$ cat src/rtl/oci_trace_pkg.sv
// Shared OCI trace definitions: DCT packing geometry, symbol encodings, unpacker states.
// Latency: none, declarations only; backpressure: not applicable.
package oci_trace_pkg;

    localparam int DCT_SYM_W   = 2;
    localparam int DCT_SLOTS   = 15;
    localparam int DCT_COUNT_W = 4;

    typedef logic [DCT_SYM_W-1:0] dct_sym_t;

    localparam dct_sym_t DCT_SYM_IDLE   = 2'b00;
    localparam dct_sym_t DCT_SYM_DATA   = 2'b01;
    localparam dct_sym_t DCT_SYM_ADDR   = 2'b10;
    localparam dct_sym_t DCT_SYM_MARKER = 2'b11;

    typedef enum logic {
        DCT_ST_IDLE  = 1'b0,
        DCT_ST_DRAIN = 1'b1
    } dct_state_t;

endpackage

$ cat src/rtl/oci_dct_shift_reg.sv
// Holds one packed DCT word, shifting right by one symbol per transfer, with a remaining-symbol counter.
// Latency: load/shift visible one cycle after the edge; backpressure: holds contents while shift is low.
module oci_dct_shift_reg
    import oci_trace_pkg::*;
#(
    parameter int SYM_W   = DCT_SYM_W,
    parameter int SLOTS   = DCT_SLOTS,
    parameter int COUNT_W = DCT_COUNT_W
) (
    input  logic                     clk,
    input  logic                     reset,
    input  logic                     load,
    input  logic [SYM_W*SLOTS-1:0]   load_data,
    input  logic [COUNT_W-1:0]       load_count,
    input  logic                     shift,
    input  logic                     clear,
    output logic [SYM_W-1:0]         head,
    output logic [COUNT_W-1:0]       remaining
);

    localparam int BUF_W = SYM_W * SLOTS;

    logic [BUF_W-1:0]   sr;
    logic [COUNT_W-1:0] rem;

    // A load in the same cycle as the final shift replaces the word outright.
    always_ff @(posedge clk or posedge reset) begin
        if (reset) begin
            sr  <= '0;
            rem <= '0;
        end else if (load) begin
            sr  <= load_data;
            rem <= load_count;
        end else if (clear) begin
            rem <= '0;
        end else if (shift && rem != '0) begin
            sr  <= sr >> SYM_W;
            rem <= rem - COUNT_W'(1);
        end
    end

    assign head      = sr[SYM_W-1:0];
    assign remaining = rem;

endmodule

$ cat src/rtl/oci_dct_unpacker.sv
// Serialises packed DCT words (slot 0 first) into a one-symbol-per-cycle valid/ready stream.
// Latency: first symbol the cycle after accept, no bubble between words; backpressure: output holds while sym_ready is low.
module oci_dct_unpacker
    import oci_trace_pkg::*;
#(
    parameter int SYM_W   = DCT_SYM_W,
    parameter int SLOTS   = DCT_SLOTS,
    parameter int COUNT_W = DCT_COUNT_W
) (
    input  logic                     clk,
    input  logic                     reset,
    input  logic                     flush,
    input  logic                     in_valid,
    output logic                     in_ready,
    input  logic [SYM_W*SLOTS-1:0]   in_buffer,
    input  logic [COUNT_W-1:0]       in_count,
    output logic                     sym_valid,
    input  logic                     sym_ready,
    output logic [SYM_W-1:0]         sym_data,
    output logic                     sym_last,
    output logic                     overflow_err,
    output logic [15:0]              words_accepted
);

    localparam logic [COUNT_W-1:0] SLOTS_C = COUNT_W'(SLOTS);
    localparam logic [COUNT_W-1:0] ONE_C   = COUNT_W'(1);
    localparam logic [COUNT_W-1:0] TWO_C   = COUNT_W'(2);

    dct_state_t         state;
    logic [COUNT_W-1:0] remaining;
    logic [COUNT_W-1:0] clamped;
    logic               accept;
    logic               xfer;
    logic               drain_flush;
    logic               rem_one;
    logic               over;

    assign rem_one     = (remaining == ONE_C);
    assign drain_flush = flush && (state == DCT_ST_DRAIN);
    assign over        = (in_count > SLOTS_C);
    assign clamped     = over ? SLOTS_C : in_count;

    // Combinational path: a new word may land on the same edge the last symbol leaves.
    assign in_ready = (state == DCT_ST_IDLE) ||
                      ((state == DCT_ST_DRAIN) && rem_one && sym_ready && !flush);
    assign accept   = in_valid && in_ready;
    assign xfer     = sym_valid && sym_ready;

    oci_dct_shift_reg #(
        .SYM_W   (SYM_W),
        .SLOTS   (SLOTS),
        .COUNT_W (COUNT_W)
    ) u_shift (
        .clk        (clk),
        .reset      (reset),
        .load       (accept),
        .load_data  (in_buffer),
        .load_count (clamped),
        .shift      (xfer),
        .clear      (drain_flush),
        .head       (sym_data),
        .remaining  (remaining)
    );

    always_ff @(posedge clk or posedge reset) begin
        if (reset) begin
            state     <= DCT_ST_IDLE;
            sym_valid <= 1'b0;
            sym_last  <= 1'b0;
        end else if (accept) begin
            if (clamped == '0) begin
                state     <= DCT_ST_IDLE;
                sym_valid <= 1'b0;
                sym_last  <= 1'b0;
            end else begin
                state     <= DCT_ST_DRAIN;
                sym_valid <= 1'b1;
                sym_last  <= (clamped == ONE_C);
            end
        end else if (drain_flush) begin
            state     <= DCT_ST_IDLE;
            sym_valid <= 1'b0;
            sym_last  <= 1'b0;
        end else if (xfer) begin
            if (rem_one) begin
                state     <= DCT_ST_IDLE;
                sym_valid <= 1'b0;
                sym_last  <= 1'b0;
            end else begin
                sym_last  <= (remaining == TWO_C);
            end
        end
    end

    always_ff @(posedge clk or posedge reset) begin
        if (reset) begin
            overflow_err   <= 1'b0;
            words_accepted <= '0;
        end else if (accept) begin
            overflow_err   <= overflow_err | over;
            words_accepted <= words_accepted + 16'd1;
        end
    end

endmodule

$ cat config.mk
export PLATFORM = sky130hd
export DESIGN_NAME = oci_dct_unpacker
export DESIGN_NICKNAME = d
export VERILOG_FILES = /design/src/rtl/oci_trace_pkg.sv /design/src/rtl/oci_dct_shift_reg.sv /design/src/rtl/oci_dct_unpacker.sv
export SDC_FILE = /design/constraint.sdc
export NUM_CORES = 1
export LEC_CHECK = 0
export ABC_AREA = 1
export ABC_CLOCK_PERIOD_IN_PS = 4310
export CAP_MARGIN = 20
export CORE_MARGIN = 1.5
export CORE_UTILIZATION = 45
export CTS_CLUSTER_SIZE = 12
export DETAILED_ROUTE_END_ITERATION = 8
export GPL_TIMING_DRIVEN = 0
export PLACE_DENSITY_LB_ADDON = 0.05
export SYNTH_ARGS = -nofsm -noshare
export SYNTH_HDL_FRONTEND = slang
export SYNTH_HIERARCHICAL = 1
export SYNTH_SLANG_ARGS = --single-unit
$ cat constraint.sdc
create_clock -name clk -period 4.31 [get_ports clk]
set_input_delay 0.6465 -clock clk [delete_from_list [all_inputs] [get_ports clk]]
set_output_delay 0.6465 -clock clk [all_outputs]
set_load 0.05 [all_outputs]
==> metrics.yaml, run 1 <==
pwr:
  swShare_pct: 41.9
  seqPwrFrac_pct: 41.3
  max-vdd-ir-drop_v: 0.000351
  power_leakage_nw: 1.81
  total_power_mw: 1.90
  powerDensity_nw_per_um2: 506
  p_int_mw: 1.11
  p_switching_mw: 0.797
  p_comb_share_pct: 44.6
  p_clk_share_pct: 14.1
worst_hold_path:
  hp-class: "register to register"
  hold_path_depth: 2
  hold_path_end: "u_shift/sr[24]$_DFFE_PP0P_"
  min-delay-start: "u_shift/sr[26]$_DFFE_PP0P_"
drt:
  wirelength_um: 6660
  ant_nets: 0
  viasPerCell: 4.99
  wl_per_cell_um: 12.6
  vias: 2638
  drt_drc_violations_left: 0
  first_pass_iters: 4
  drtIter0Drc: 148
finish:
  nFillCells: 604
  regArea_um2: 1300
  drive_gt1_share_pct: 13.5
  area_growth_pct: 26.7
  nets: 494
  final_cells: 529
  multi_input_area_um2: 1400
  diodes: 0
  postLayoutCellArea_um2: 3760
global_routing:
  grt_max_degree: 23
  overflow: 0
  grt.total_usage_pct: 20.0
  grt_pass1_vias: 2558
  grt_pass1_wl_um: 11700
  antenna_found_initial: 0
logic_synthesis:
  synth_common_cells: "nand2_1, nand3_1, dfrtp_1"
  netlist_area_um2: 2970
  syn_area_per_cell_um2: 7.70
  synth-seq-cells: 52
  synth.distinct_cells: 25
  synth_seq_area_share_pct: 43.9
  synth_fp_nets: 427
  synth_top_area_cell: "dfrtp_1"
  ys_async_sr_fraction_pct: 100
  synthCells: 385
  synth-warning-count: 6
  yosysMostFrequentCell: "nand2_1"
  synth_area_leaders: "dfrtp_1, nand2_1, nand3_1"
  yosys.area.top_type_share_pct: 43.9
  synth_edf_count: 0
  ys_dominant_reg_cell: "dfrtp_1"
setup_path:
  crit_type: "input pin to output port"
  r2r_slack_ns: 2.23
  worst_path_largest_cell_delay_ns: 0.79
  cp_data_arrival_time_ns: 2.39
  worst_path_dominant_cell_family: "buffers and inverters"
  critPathBufInv: 4
  r2r_end: "u_shift/sr[13]$_DFFE_PP0P_"
  critPathLaunchType: "input pin"
  slowest_stage: "clkdlybuf4s50_1"
  end_kind: "output port"
  critPathMaxFanout: 5
  crit_chain: "clkdlybuf4s50_1 -> nand2_1 -> inv_2 -> nand3_2 -> nand2_2 -> nand2_1 -> inv_1 -> clkdlybuf4s50_1"
  worstReg2RegStart: "state$_DFFE_PP0P_"
  required_ns: 3.66
  reg2reg_depth: 13
  cp.depth: 8
sta:
  setup_viol: 0
  tns_ns: 0
  hold_viol: 0
  rsz0062_at_grt: "no"
  timing.final.crit_share_pct: 70.5
  slew_violations: 0
  fmax_mhz: 329
  holdWs_ns: 0.501
  fin_skew_ns: 0.00783
  period_minus_slack_ns: 3.04
  worst_pin_slew_ns: 0.713
  relSlewSlack_pct: 52.4
cts:
  cts_tree: "yes"
  clk_path_buf_depth: 2
  cts_resized: 0
  cts_made_buffers: 5
  cts_hold_buf: 0
  htreeDepth: 2
  postCtsSetupBuffers: 0
  root_buffer: "clkbuf_8"
  insertion_delay_ns: 0.30
  clk_pin_slew_ns: 0.09
  clock-sinks: 52
placement:
  dpl.hpwl_um: 4820
  gp_congestion: 0.819
  place_area_um2: 3680
  dp_cells: 522
  portBuffers: 59
die:
  die-width_um: 84.2
  core_um2: 6350
  die_area_um2: 7090
  die_height_um: 84.2
  rows: 29
  pin_count: 61
  initial_core_util_pct: 46.7
flow_run:
  maxCapViolations: 0
status:
  run_status: "finished, final reports clean"
==> state kept, by name (all words and copies together) (netlist names) <==
| signal | cells |
|---|---|
| u_shift/sr | 30 |
| state | 1 |
| words_accepted | 16 |
| u_shift/remaining | 4 |
| sym_last | 1 |
==> cells by family after synthesis <==
kind of cell / after synthesis / synth area share, %
DFF: 52 / 43.9
buffers and inverters: 45 / 8.95
xor gates and xnor gates: 7 / 2.07
AOI/OAI and AO/OA: 12 / 2.28
other: 1 / 0.126
and+or+nand+nor: 265 / 41.4
adders and majority gates: 3 / 1.27
==> how the worst max path moves through the flow <==
stage	start	to	slack (ns)
6_report	sym_ready	in_ready	1.27
3_3_place_gp	sym_ready	in_ready	1.28
2_1_floorplan	state$_DFFE_PP0P_	u_shift/sr[10]$_DFFE_PP0P_	2.16
4_1_cts	sym_ready	in_ready	1.27
3_5_place_dp	sym_ready	in_ready	1.28
5_1_grt	sym_ready	in_ready	1.16
==> power by group through the flow <==
| stage | sequential (mW) | clock [mW] | combinational (mW) |
|---|---|---|---|
| final | 0.786 | 0.268 | 0.849 |
| after CTS | 0.785 | 0.277 | 0.857 |
| after global routing | 0.810 | 0.296 | 0.936 |
| after global placement | 0.793 | 0 | 0.831 |
| after detailed placement | 0.795 | 0 | 0.851 |
| after floorplan | 0.850 | 0 | 0.551 |
==> worst reg2reg max path, delay by kind of cell (launching register included) <==
family / cells / cell delay [ns]
AND/OR/NAND/NOR: 6 / 0.55
flip-flops: 1 / 0.41
buffers and inverters: 7 / 1.00
==> final cells by class <==
type	count	share of cell area, %
multi-input cells	288	37.2
flip-flops and latches	52	34.6
repair buffers	60	16.5
plain buffers	18	4.36
inverters	27	2.70
well taps	77	2.56
clock buffers	6	1.93
clock inverters	1	0.133
==> cell usage in the layout, fill, tap and decap left out, drive strengths merged <==
cell type | Yosys | routed
nand2 | 164 | 164
nand3 | 70 | 70
clkdlybuf4s50 | 0 | 59
dfrtp | 52 | 52
inv | 27 | 27
nor2 | 26 | 26
buf | 18 | 19
o21ai | 10 | 10
clkbuf | 0 | 6
nand4 | 5 | 5
xnor2 | 5 | 5
ha | 3 | 3
xor2 | 2 | 2
o22ai | 1 | 1
a21oi | 1 | 1
conb | 1 | 1
clkinv | 0 | 1
==> per-stage QoR <==
step / utilization (%) / setup slack, ns
final: 59.2 / 1.27
after CTS: 59.2 / 1.27
after global placement: 57.5 / 1.28
after global routing: 59.2 / 1.16
after floorplan: - / 2.16
after detailed placement: 58.0 / 1.28
==> per-layer routing <==
metal	GRT usage, %	vias to the layer above	part of all wire (%)
met4	4.62	0	0.96
li1	-	1349	-
met1	27.3	1221	46
met3	3.54	6	5.0
met5	0	-	0
met2	33.5	62	48
Note: power is estimated with default switching activity, not from simulation.
==> run 2, diff against run 1 <==
--- a/config.mk
+++ b/config.mk
@@ -6,7 +6,7 @@
 export NUM_CORES = 1
 export LEC_CHECK = 0
 export ABC_AREA = 1
-export ABC_CLOCK_PERIOD_IN_PS = 4310
+export ABC_CLOCK_PERIOD_IN_PS = 2800
 export CAP_MARGIN = 20
 export CORE_MARGIN = 1.5
 export CORE_UTILIZATION = 45
==> constraint.sdc (replaced) <==
create_clock -name clk -period 2.8 [get_ports clk]
set_input_delay 0.42 -clock clk [delete_from_list [all_inputs] [get_ports clk]]
set_output_delay 0.42 -clock clk [all_outputs]
set_load 0.05 [all_outputs]
==> results of run 2 <==
The final DEF is identical to that of run 1. Status: finished, final reports clean.
Among the figures that moved: setup slack after placement 1.28 ns -> 0.220 ns; setup slack after layout 1.27 ns -> 0.213 ns; register-to-register setup slack 2.23 ns -> 0.72 ns; total power 1.90 mW -> 2.93 mW; worst IR drop on VDD 0.000351 V -> 0.000541 V
